[src/rtl/pwm_pkg.sv]
// Shared types for the PWM generator/capture pair.
// Counter vectors are declared as logic [W-1:0] in each module so both sides share one width.
package pwm_pkg;

    typedef enum logic [1:0] {
        ST_ARM   = 2'd0,
        ST_PRIME = 2'd1,
        ST_HIGH  = 2'd2,
        ST_LOW   = 2'd3
    } pwm_cap_state_e;

    localparam int PWM_CNT_W_DEFAULT = 16;

endpackage

[src/rtl/sync_edge.sv]
// Multi-flop synchroniser for an asynchronous level, plus one extra flop for
// single-cycle rise/fall strobes in the clk domain.
module sync_edge #(
    parameter int SYNC_STAGES = 2
) (
    input  logic clk,
    input  logic rst,
    input  logic din,
    output logic level,
    output logic rise,
    output logic fall
);

    logic [SYNC_STAGES-1:0] sync_q;
    logic                   dly_q;

    always_ff @(posedge clk) begin
        if (rst) begin
            sync_q <= '0;
            dly_q  <= 1'b0;
        end else begin
            sync_q <= {sync_q[SYNC_STAGES-2:0], din};
            dly_q  <= sync_q[SYNC_STAGES-1];
        end
    end

    assign level = sync_q[SYNC_STAGES-1];
    assign rise  = level & ~dly_q;
    assign fall  = ~level & dly_q;

endmodule

[src/rtl/pwm_capture.sv]
// Measures high time and rise-to-rise period of an asynchronous PWM line in clk
// cycles, and flags a line that stays at one level long enough to saturate the counter.
module pwm_capture
    import pwm_pkg::*;
#(
    parameter int W           = PWM_CNT_W_DEFAULT,
    parameter int SYNC_STAGES = 2
) (
    input  logic         clk,
    input  logic         rst,
    input  logic         pwm_in,
    output logic [W-1:0] high_cnt,
    output logic [W-1:0] period,
    output logic         valid,
    output logic         stuck,
    output logic         stuck_level
);

    localparam logic [W-1:0] CNT_MAX = '1;
    localparam logic [W-1:0] CNT_ONE = W'(1);

    logic pwm_s, rise, fall;

    sync_edge #(.SYNC_STAGES(SYNC_STAGES)) u_sync (
        .clk   (clk),
        .rst   (rst),
        .din   (pwm_in),
        .level (pwm_s),
        .rise  (rise),
        .fall  (fall)
    );

    pwm_cap_state_e state_q, state_d;
    logic [W-1:0]   cnt_q, cnt_d;
    logic [W-1:0]   hi_q, hi_d;
    logic [W-1:0]   high_q, high_d;
    logic [W-1:0]   period_q, period_d;
    logic           valid_q, valid_d;
    logic           stuck_q, stuck_d;
    logic           level_q, level_d;
    logic           sat;
    logic           sat_evt;

    always_ff @(posedge clk) begin
        if (rst) begin
            state_q  <= ST_ARM;
            cnt_q    <= CNT_ONE;
            hi_q     <= '0;
            high_q   <= '0;
            period_q <= '0;
            valid_q  <= 1'b0;
            stuck_q  <= 1'b0;
            level_q  <= 1'b0;
        end else begin
            state_q  <= state_d;
            cnt_q    <= cnt_d;
            hi_q     <= hi_d;
            high_q   <= high_d;
            period_q <= period_d;
            valid_q  <= valid_d;
            stuck_q  <= stuck_d;
            level_q  <= level_d;
        end
    end

    assign sat = (cnt_q == CNT_MAX);

    // The counter is not reloaded on HIGH->LOW so that it spans the whole
    // rise-to-rise period; a terminating edge always takes priority over saturation.
    always_comb begin
        state_d  = state_q;
        cnt_d    = sat ? cnt_q : cnt_q + CNT_ONE;
        hi_d     = hi_q;
        high_d   = high_q;
        period_d = period_q;
        valid_d  = 1'b0;
        sat_evt  = 1'b0;
        unique case (state_q)
            ST_ARM: begin
                if (fall) begin
                    state_d = ST_PRIME;
                    cnt_d   = CNT_ONE;
                end else if (sat) begin
                    sat_evt = 1'b1;
                    cnt_d   = CNT_ONE;
                end
            end
            ST_PRIME: begin
                if (rise) begin
                    state_d = ST_HIGH;
                    cnt_d   = CNT_ONE;
                end else if (sat) begin
                    sat_evt = 1'b1;
                    cnt_d   = CNT_ONE;
                end
            end
            ST_HIGH: begin
                if (fall) begin
                    state_d = ST_LOW;
                    hi_d    = cnt_q;
                end else if (sat) begin
                    sat_evt = 1'b1;
                    state_d = ST_ARM;
                    cnt_d   = CNT_ONE;
                end
            end
            ST_LOW: begin
                if (rise) begin
                    state_d  = ST_HIGH;
                    cnt_d    = CNT_ONE;
                    period_d = cnt_q;
                    high_d   = hi_q;
                    valid_d  = 1'b1;
                end else if (sat) begin
                    sat_evt = 1'b1;
                    state_d = ST_PRIME;
                    cnt_d   = CNT_ONE;
                end
            end
            default: begin
                state_d = ST_ARM;
                cnt_d   = CNT_ONE;
            end
        endcase
    end

    always_comb begin
        stuck_d = stuck_q;
        level_d = level_q;
        if (rise || fall) begin
            stuck_d = 1'b0;
        end
        if (sat_evt) begin
            stuck_d = 1'b1;
            level_d = pwm_s;
        end
    end

    assign high_cnt    = high_q;
    assign period      = period_q;
    assign valid       = valid_q;
    assign stuck       = stuck_q;
    assign stuck_level = level_q;

endmodule
[config.mk]
export PLATFORM = sky130hd
export DESIGN_NAME = pwm_capture
export DESIGN_NICKNAME = d
export VERILOG_FILES = /design/src/rtl/pwm_pkg.sv /design/src/rtl/sync_edge.sv /design/src/rtl/pwm_capture.sv
export SDC_FILE = /design/constraint.sdc
export NUM_CORES = 1
export LEC_CHECK = 0
export ABC_AREA = 1
export ABC_CLOCK_PERIOD_IN_PS = 2900
export CAP_MARGIN = 20
export CORE_ASPECT_RATIO = 1.25
export CORE_UTILIZATION = 59
export DETAILED_ROUTE_END_ITERATION = 12
export PLACE_DENSITY = 0.8
export SLEW_MARGIN = 40
export SYNTH_ARGS = -nofsm -noshare
export SYNTH_HDL_FRONTEND = slang
export SYNTH_SLANG_ARGS = --single-unit
[constraint.sdc]
create_clock -name clk -period 2.9 [get_ports clk]
set_input_delay 0.58 -clock clk [delete_from_list [all_inputs] [get_ports clk]]
set_output_delay 0.58 -clock clk [all_outputs]
set_load 0.02 [all_outputs]
# Yosys cells after proc, flatten, opt, wreduce, memory -nomap -nowiden
# Index checks and enable logic that the tools add are counted.
# word_totals
regBits	72
input_bits	3
# op_classes
n_addsub	1
eq_ne	8
muxes	20
n_bitwise	5
reduce_logical	9
# ops
cell	n
two-way mux 16 bit	5
one-hot mux 16 bit (3 select lines)	1
adder 16 x 1 -> 16 bit (second input constant)	1
equality test 16 bit (second input constant)	1
two-way mux 2 bit	6
one-hot mux 2 bit (4 select lines)	1
two-way mux 1 bit	6
inequality test 3 bit (second input constant)	2
OR reduction 2 bit	3
equality test 2 bit (second input constant)	2
inequality test 2 bit (second input constant)	2
AND reduction 2 bit	2
AND reduction 4 bit	1
inverter 1 bit	3
AND 1 bit	2
equality test 2 x 1 -> 1 bit (second input constant)	1
zero test 2 bit	1
one-hot mux 1 bit (2 select lines)	1
nonzero test 2 bit	1
logical OR 1 bit	1

# Depth between registers and ports, before layout
# Gate-level depths: netlist (run 1).
# depth
word_depth	5
mapped_depth	11
mapped_depth_nobuf	10

# Hierarchy
# Synthesis (run 1) repeated with hierarchy kept, for this count alone.
# unflattened
hier_cells	397
area_unflattened_um2	2984.1
# by_module_without_submodules
module	instances	cells_each	area_each_um2	seq_area_each_um2
pwm_capture	1	385	2890.3	1381.3
sync_edge	1	12	93.8	60.1

# Worst setup path before layout (run 1)
# OpenSTA, ideal clock, no wires.
# synth_timing
path_type	reg-to-reg
start	register cnt_q[0]
end	register cnt_q[0]
setup_ns	0.126
arrival_time_ns	1.686
required_time_ns	2.774
setup_slack_ns	1.089
stages_incl_launch_ff	11
n_path_buf	1
cell_sequence	dfxtp_1 > ha_1 > nand2_1 > nor2_4 > nand2_2 > nor2_4 > nand2_2 > buf_6 > ha_1 > o211ai_1 > nand3_1
# synth_via
elab_chain_len	5
# synth_lines
item	line_no	text
start, declared	pwm_capture.sv:34	logic [W-1:0] cnt_q, cnt_d;
start signal, assigned	pwm_capture.sv:56	cnt_q <= cnt_d;
adder 16 x 1 -> 16 bit or equality test 16 bit (tied branches)	pwm_capture.sv:72, pwm_capture.sv:66	
two-way mux 16 bit	pwm_capture.sv:72	cnt_d = sat ? cnt_q : cnt_q + CNT_ONE;
two-way mux 16 bit	n/a	
two-way mux 16 bit (on tied branches)	pwm_capture.sv:89, pwm_capture.sv:80, pwm_capture.sv:98	
one-hot mux 16 bit (3 select lines) (*)	pwm_capture.sv:78	unique case (state_q)
# Mark *: on every way between the ends. The rest lies on a longest branch, timed or not.
# A chain may end at the register's enable or synchronous reset.

# Final worst setup path (run 1)
# Same ends and word-level chain as after synthesis.

==> impl_metrics.ini, run 1 <==
[worst_hold_path]
hold_class = reg -> reg

[sta]
worst_clock_skew_ns = 0.00700
drv_slew = 0
rsz0062_at_grt = no
max_slew_margin = 0.529
fmax_mhz = 482
worstMarginPinSlew_ns = 0.705
hold_viol_final = 0
finalSetupTns_ns = 0
period_share = 0.716
period_needed_ns = 2.08
setup_viol = 0

[critical_path]
path_class = reg -> reg
path_max_fanout = 11
start_kind = register
cpMaxStageDelayCell = dfxtp_1
critical_path_required_ns = 3.13
end_kind = register
arrival_ns = 2.30
crit_chain = ha_1, nand2_1, nor2_4, nand2_2, nor2_4, nand2_2, ha_1, o211ai_1, nand3_1
slowest_delay_ns = 0.43

[finish]
diodes = 0
fin_nets = 436
drive_above_1_share = 0.0876
syn2layout_area_growth_pct = 20.6

[drt]
vias = 2602
finalWirelength_mm = 6.41
drtIter0Drc = 214
wl_per_cell_um = 13.0
viasPerCell = 5.27
route.detailed.drc = 0
antenna_left = 0
drt_first_pass_iters = 4

[clock_network]
clockBufferDepth = 2
htreeDepth = 3
cts_setup_buffers = 0
clk_latency_ns = 0.35
hold_buffers = 0
postCtsResizedCells = 0
cts.sinks = 72
cts_made_buffers = 9
cts_tree = built
cts-root-buf = clkbuf_8
path_clk_slew_ns = 0.07

[global_routing]
grt_first_pass_wirelength_mm = 11.0
track_usage = 0.275
grt_max_degree = 42
antenna_found_initial = 0
overflow = 0
first_global_vias = 2416

[placed_design]
port-buffer-count = 37
gp_congestion = 0.893
post-dp-hpwl_mm = 4.52

[synth]
synthTopCellsByArea = dfxtp_1 (48%), a21oi_1 (8.9%), nand2_1 (7.4%), inv_1 (6.4%), o21ai_0 (5.9%)
synth.distinct_cells = 26
synth_area_um2 = 2980
yosysTopAreaCell = dfxtp_1
synth_nets = 403
ys_seq_area_frac = 0.484
synthTopCellsByCount = dfxtp_1 (72), nand2_1 (59), a21oi_1 (53)
syn_inst = 396
ys_ff_latch = 72
yosysTopAreaCellShare = 0.484
synth_flop_cell = dfxtp_1
yosys_warnings = 0
synth-edff-count = 0
synthMostInstantiatedCell = dfxtp_1
ys_async_sr_fraction = 0
avgSynthCellArea_um2 = 7.51

[floorplan]
ioPinCount = 38
core-area_um2 = 4800
initial_utilization = 0.620
dieArea_um2 = 5330
chipWidth_um = 65.5
rows = 28
fp.dieH_um = 81.4

[pwr]
power_w = 0.00193
ir_drop_uv = 436
p_leak_nw = 1.31
powerDensity_nw_per_um2 = 539

[flow_run]
drv_cap = 0

[outcome]
status = completed
==> per-stage QoR <==
step           cells  cell area (µm²)  hold WS, ns  utilization  worst slack [ns]
2_1_floorplan    396             2980        0.388            -              1.09
3_5_place_dp     478             3390        0.396        0.706             0.854
4_1_cts          494             3590        0.405        0.748             0.838
5_1_grt          494             3590        0.425        0.748             0.555
6_report         494             3590        0.402        0.748             0.824
3_3_place_gp     478             3390        0.391        0.706             0.876
==> registers in the layout, indices dropped and copies added, names as in the netlist, 2 cells and up <==
register	flops
u_sync.sync_q	2
state_q	2
high_cnt	16
cnt_q	16
hi_q	16
period	16
==> path summary, 6_finish.rpt <==
check	to	depth (start not counted)	from	slack, ns
setup / recovery	cnt_q[0]$_SDFF_PP1_	9	cnt_q[0]$_SDFF_PP1_	0.82
hold / removal	u_sync.sync_q[1]$_SDFF_PP0_	2	u_sync.sync_q[0]$_SDFF_PP0_	0.40
setup reg to reg	cnt_q[0]$_SDFF_PP1_	9	cnt_q[0]$_SDFF_PP1_	0.82
hold reg to reg	u_sync.sync_q[1]$_SDFF_PP0_	2	u_sync.sync_q[0]$_SDFF_PP0_	0.40
==> routing by layer <==
metal / global-route usage / share of wire / vias up
li1: - / - / 1331
met1: 0.344 / 0.43 / 1178
met2: 0.441 / 0.49 / 76
met3: 0.0393 / 0.052 / 17
met4: 0.172 / 0.028 / 0
met5: 0 / 0 / -
==> kinds of logic after synthesis <==
logic type | after synthesis | synth area share
buffers and inverters | 74 | 0.0980
flip-flops | 72 | 0.484
XOR/XNOR | 7 | 0.0206
AND/OR/NAND/NOR | 143 | 0.216
AO/OA/AOI/OAI | 96 | 0.164
adder cells (fa/ha/maj) | 4 | 0.0168
==> layout make-up <==
type                       instances  area [µm²]
inverter                          53         199
sequential                        72        1440
multi-input combinational        250        1250
fill                             391        1210
clock inverter                     3        40.0
clock buffer                      13         159
timing repair buffer              43         428
tap                               60        75.1
==> layout by cell type, fill, tap and decap left out <==
master           instances
nor2_2                   4
nand2_2                  4
nand3_2                  1
nand2_1                 59
o21ai_1                  5
nand2_4                  1
ha_1                     4
clkinv_2                 2
clkdlybuf4s50_1         37
inv_1                   51
nand4_2                  1
xor2_1                   6
o211ai_1                 1
and2_1                   1
buf_4                    5
clkbuf_8                11
o21bai_1                 1
clkbuf_1                 2
buf_12                   1
inv_2                    2
a21oi_1                 53
bufinv_16                1
nand3_1                 30
dfxtp_1                 72
a21oi_2                  1
nand4_1                  1
nor2_1                  37
nor2_4                   3
xnor2_1                  1
or2_2                    1
o21ai_0                 35
==> worst max-delay path: cells and delay by family (launching register included) <==
family / cells / cell delay (ns)
AOI/OAI and AO/OA: 1 / 0.17
and+or+nand+nor: 6 / 0.81
DFF: 1 / 0.43
adders and majority gates: 2 / 0.55
==> power breakdown <==
group / internal [W] / switching, W
Clock: 0.000442 / 0.000353
Sequential: 0.00100 / 0.0000217
Combinational: 0.0000392 / 0.0000761
No activity file was read; power rests on OpenSTA's default activity.
==> inputs of run 2 (changes only) <==
ABC_CLOCK_PERIOD_IN_PS = 2100   (was 2900)
CORE_UTILIZATION = 54   (was 59)
PLACE_DENSITY = 0.74   (was 0.8)
clock period = 2.1 ns   (was 2.9 ns; I/O delays follow)
==> impl_metrics.ini, run 2 (synthesis gave the netlist of run 1 again) <==
[floorplan]
dieArea_um2 = 5810
initial_utilization = 0.573
fp.dieH_um = 85.0
core-area_um2 = 5190
rows = 29
ioPinCount = 38
chipWidth_um = 68.4

[finish]
syn2layout_area_growth_pct = 24.6
layout.cells.most_common = dfxtp_1
fin_area_um2 = 3710
drive_above_1_share = 0.115
final_util = 0.714
final_cell_mix = dfxtp_1 (72), nand2_1 (59), a21oi_1 (53), inv_1 (51)
diodes = 0
fin_nets = 447

[worst_hold_path]
hold_class = reg -> reg
hp-start = u_sync.sync_q[0]$_SDFF_PP0_

[sta]
worst_clock_skew_ns = 0.00840
max_slew_margin = 0.705
period_share = 0.896
rsz0062_at_grt = no
final.setup.worst_slack_ns = 0.217
period_needed_ns = 1.88
hold_viol_final = 0
fmax_mhz = 531
worstMarginPinSlew_ns = 0.442
drv_slew = 0
finalSetupTns_ns = 0
setup_viol = 0

[clock_network]
clk_latency_ns = 0.34
cts_made_buffers = 9
postCtsResizedCells = 0
hold_buffers = 0
cts_tree = built
cts_setup_buffers = 0
clockBufferDepth = 2
htreeDepth = 3
cts-root-buf = clkbuf_8
path_clk_slew_ns = 0.08
cts.sinks = 72

[global_routing]
track_usage = 0.251
grt_max_degree = 45
overflow = 0
grt_first_pass_wirelength_mm = 10.6
antenna_found_initial = 0
first_global_vias = 2355

[drt]
vias = 2598
viasPerCell = 5.12
route.detailed.drc = 0
drtIter0Drc = 204
wl_per_cell_um = 12.8
finalWirelength_mm = 6.49
drt_first_pass_iters = 4
antenna_left = 0

[pwr]
powerDensity_nw_per_um2 = 755
ir_drop_uv = 492
p_leak_nw = 1.38

[critical_path]
start_kind = register
crit_chain = ha_1, nand2_1, nor2_4, nand2_2, nor2_4, nand2_2, ha_1, o211ai_1, nand3_1
regToRegStartpoint = cnt_q[0]$_SDFF_PP1_
slowest_delay_ns = 0.41
critPathTopFamily = simple AND/OR/NAND/NOR gates
critPathLaunch = cnt_q[0]$_SDFF_PP1_
path_max_fanout = 6
path_class = reg -> reg
worst-path-buf-inv = 0
end_kind = register
cpMaxStageDelayCell = dfxtp_1
critical_path_required_ns = 2.33
arrival_ns = 2.11

[placed_design]
port-buffer-count = 37
dp_slack_ns = 0.220
post-dp-hpwl_mm = 4.66
dpl_cell_area_um2 = 3480
gp_congestion = 0.889

[outcome]
status = completed

[flow_run]
drv_cap = 0
-- run 2: metrics by stage --
step	hold slack (ns)	power, W	cells
after floorplan	0.388	0.00155	396
after global placement	0.391	0.00159	491
after detailed placement	0.397	0.00159	491
after CTS	0.410	0.00282	507
after global routing	0.418	0.00289	507
final	0.406	0.00280	507
-- run 2: layout make-up --
type / instances / area [µm²]
multi-input combinational: 250 / 1250
clock buffer: 10 / 138
timing repair buffer: 54 / 510
inverter: 53 / 199
fill: 453 / 1480
sequential: 72 / 1440
tap: 62 / 77.6
clock inverter: 6 / 92.6
-- run 2: report_power, final --
group / internal [W] / switching [W]
logic: 0.0000539 / 0.000105
registers: 0.00138 / 0.0000208
clock network: 0.000705 / 0.000530
-- run 2: worst min-delay path: stages, from the launching register on --
cell	delay, ns
dfxtp_1	0.30
inv_1	0.04
nor2_1	0.03
-- run 2: path summary, 6_finish.rpt --
kind	cells past startpoint	endpoint	slack, ns
hold / removal	2	u_sync.sync_q[1]$_SDFF_PP0_	0.41
hold reg to reg	2	u_sync.sync_q[1]$_SDFF_PP0_	0.41
setup reg to reg	9	cnt_q[0]$_SDFF_PP1_	0.22
setup / recovery	9	cnt_q[0]$_SDFF_PP1_	0.22
-- run 2: routing by layer --
metal | track usage | part of all wire | vias to the layer above
li1 | - | - | 1350
met1 | 0.298 | 0.44 | 1178
met2 | 0.409 | 0.50 | 59
met3 | 0.0605 | 0.037 | 11
met4 | 0.129 | 0.023 | 0
met5 | 0 | 0 | -
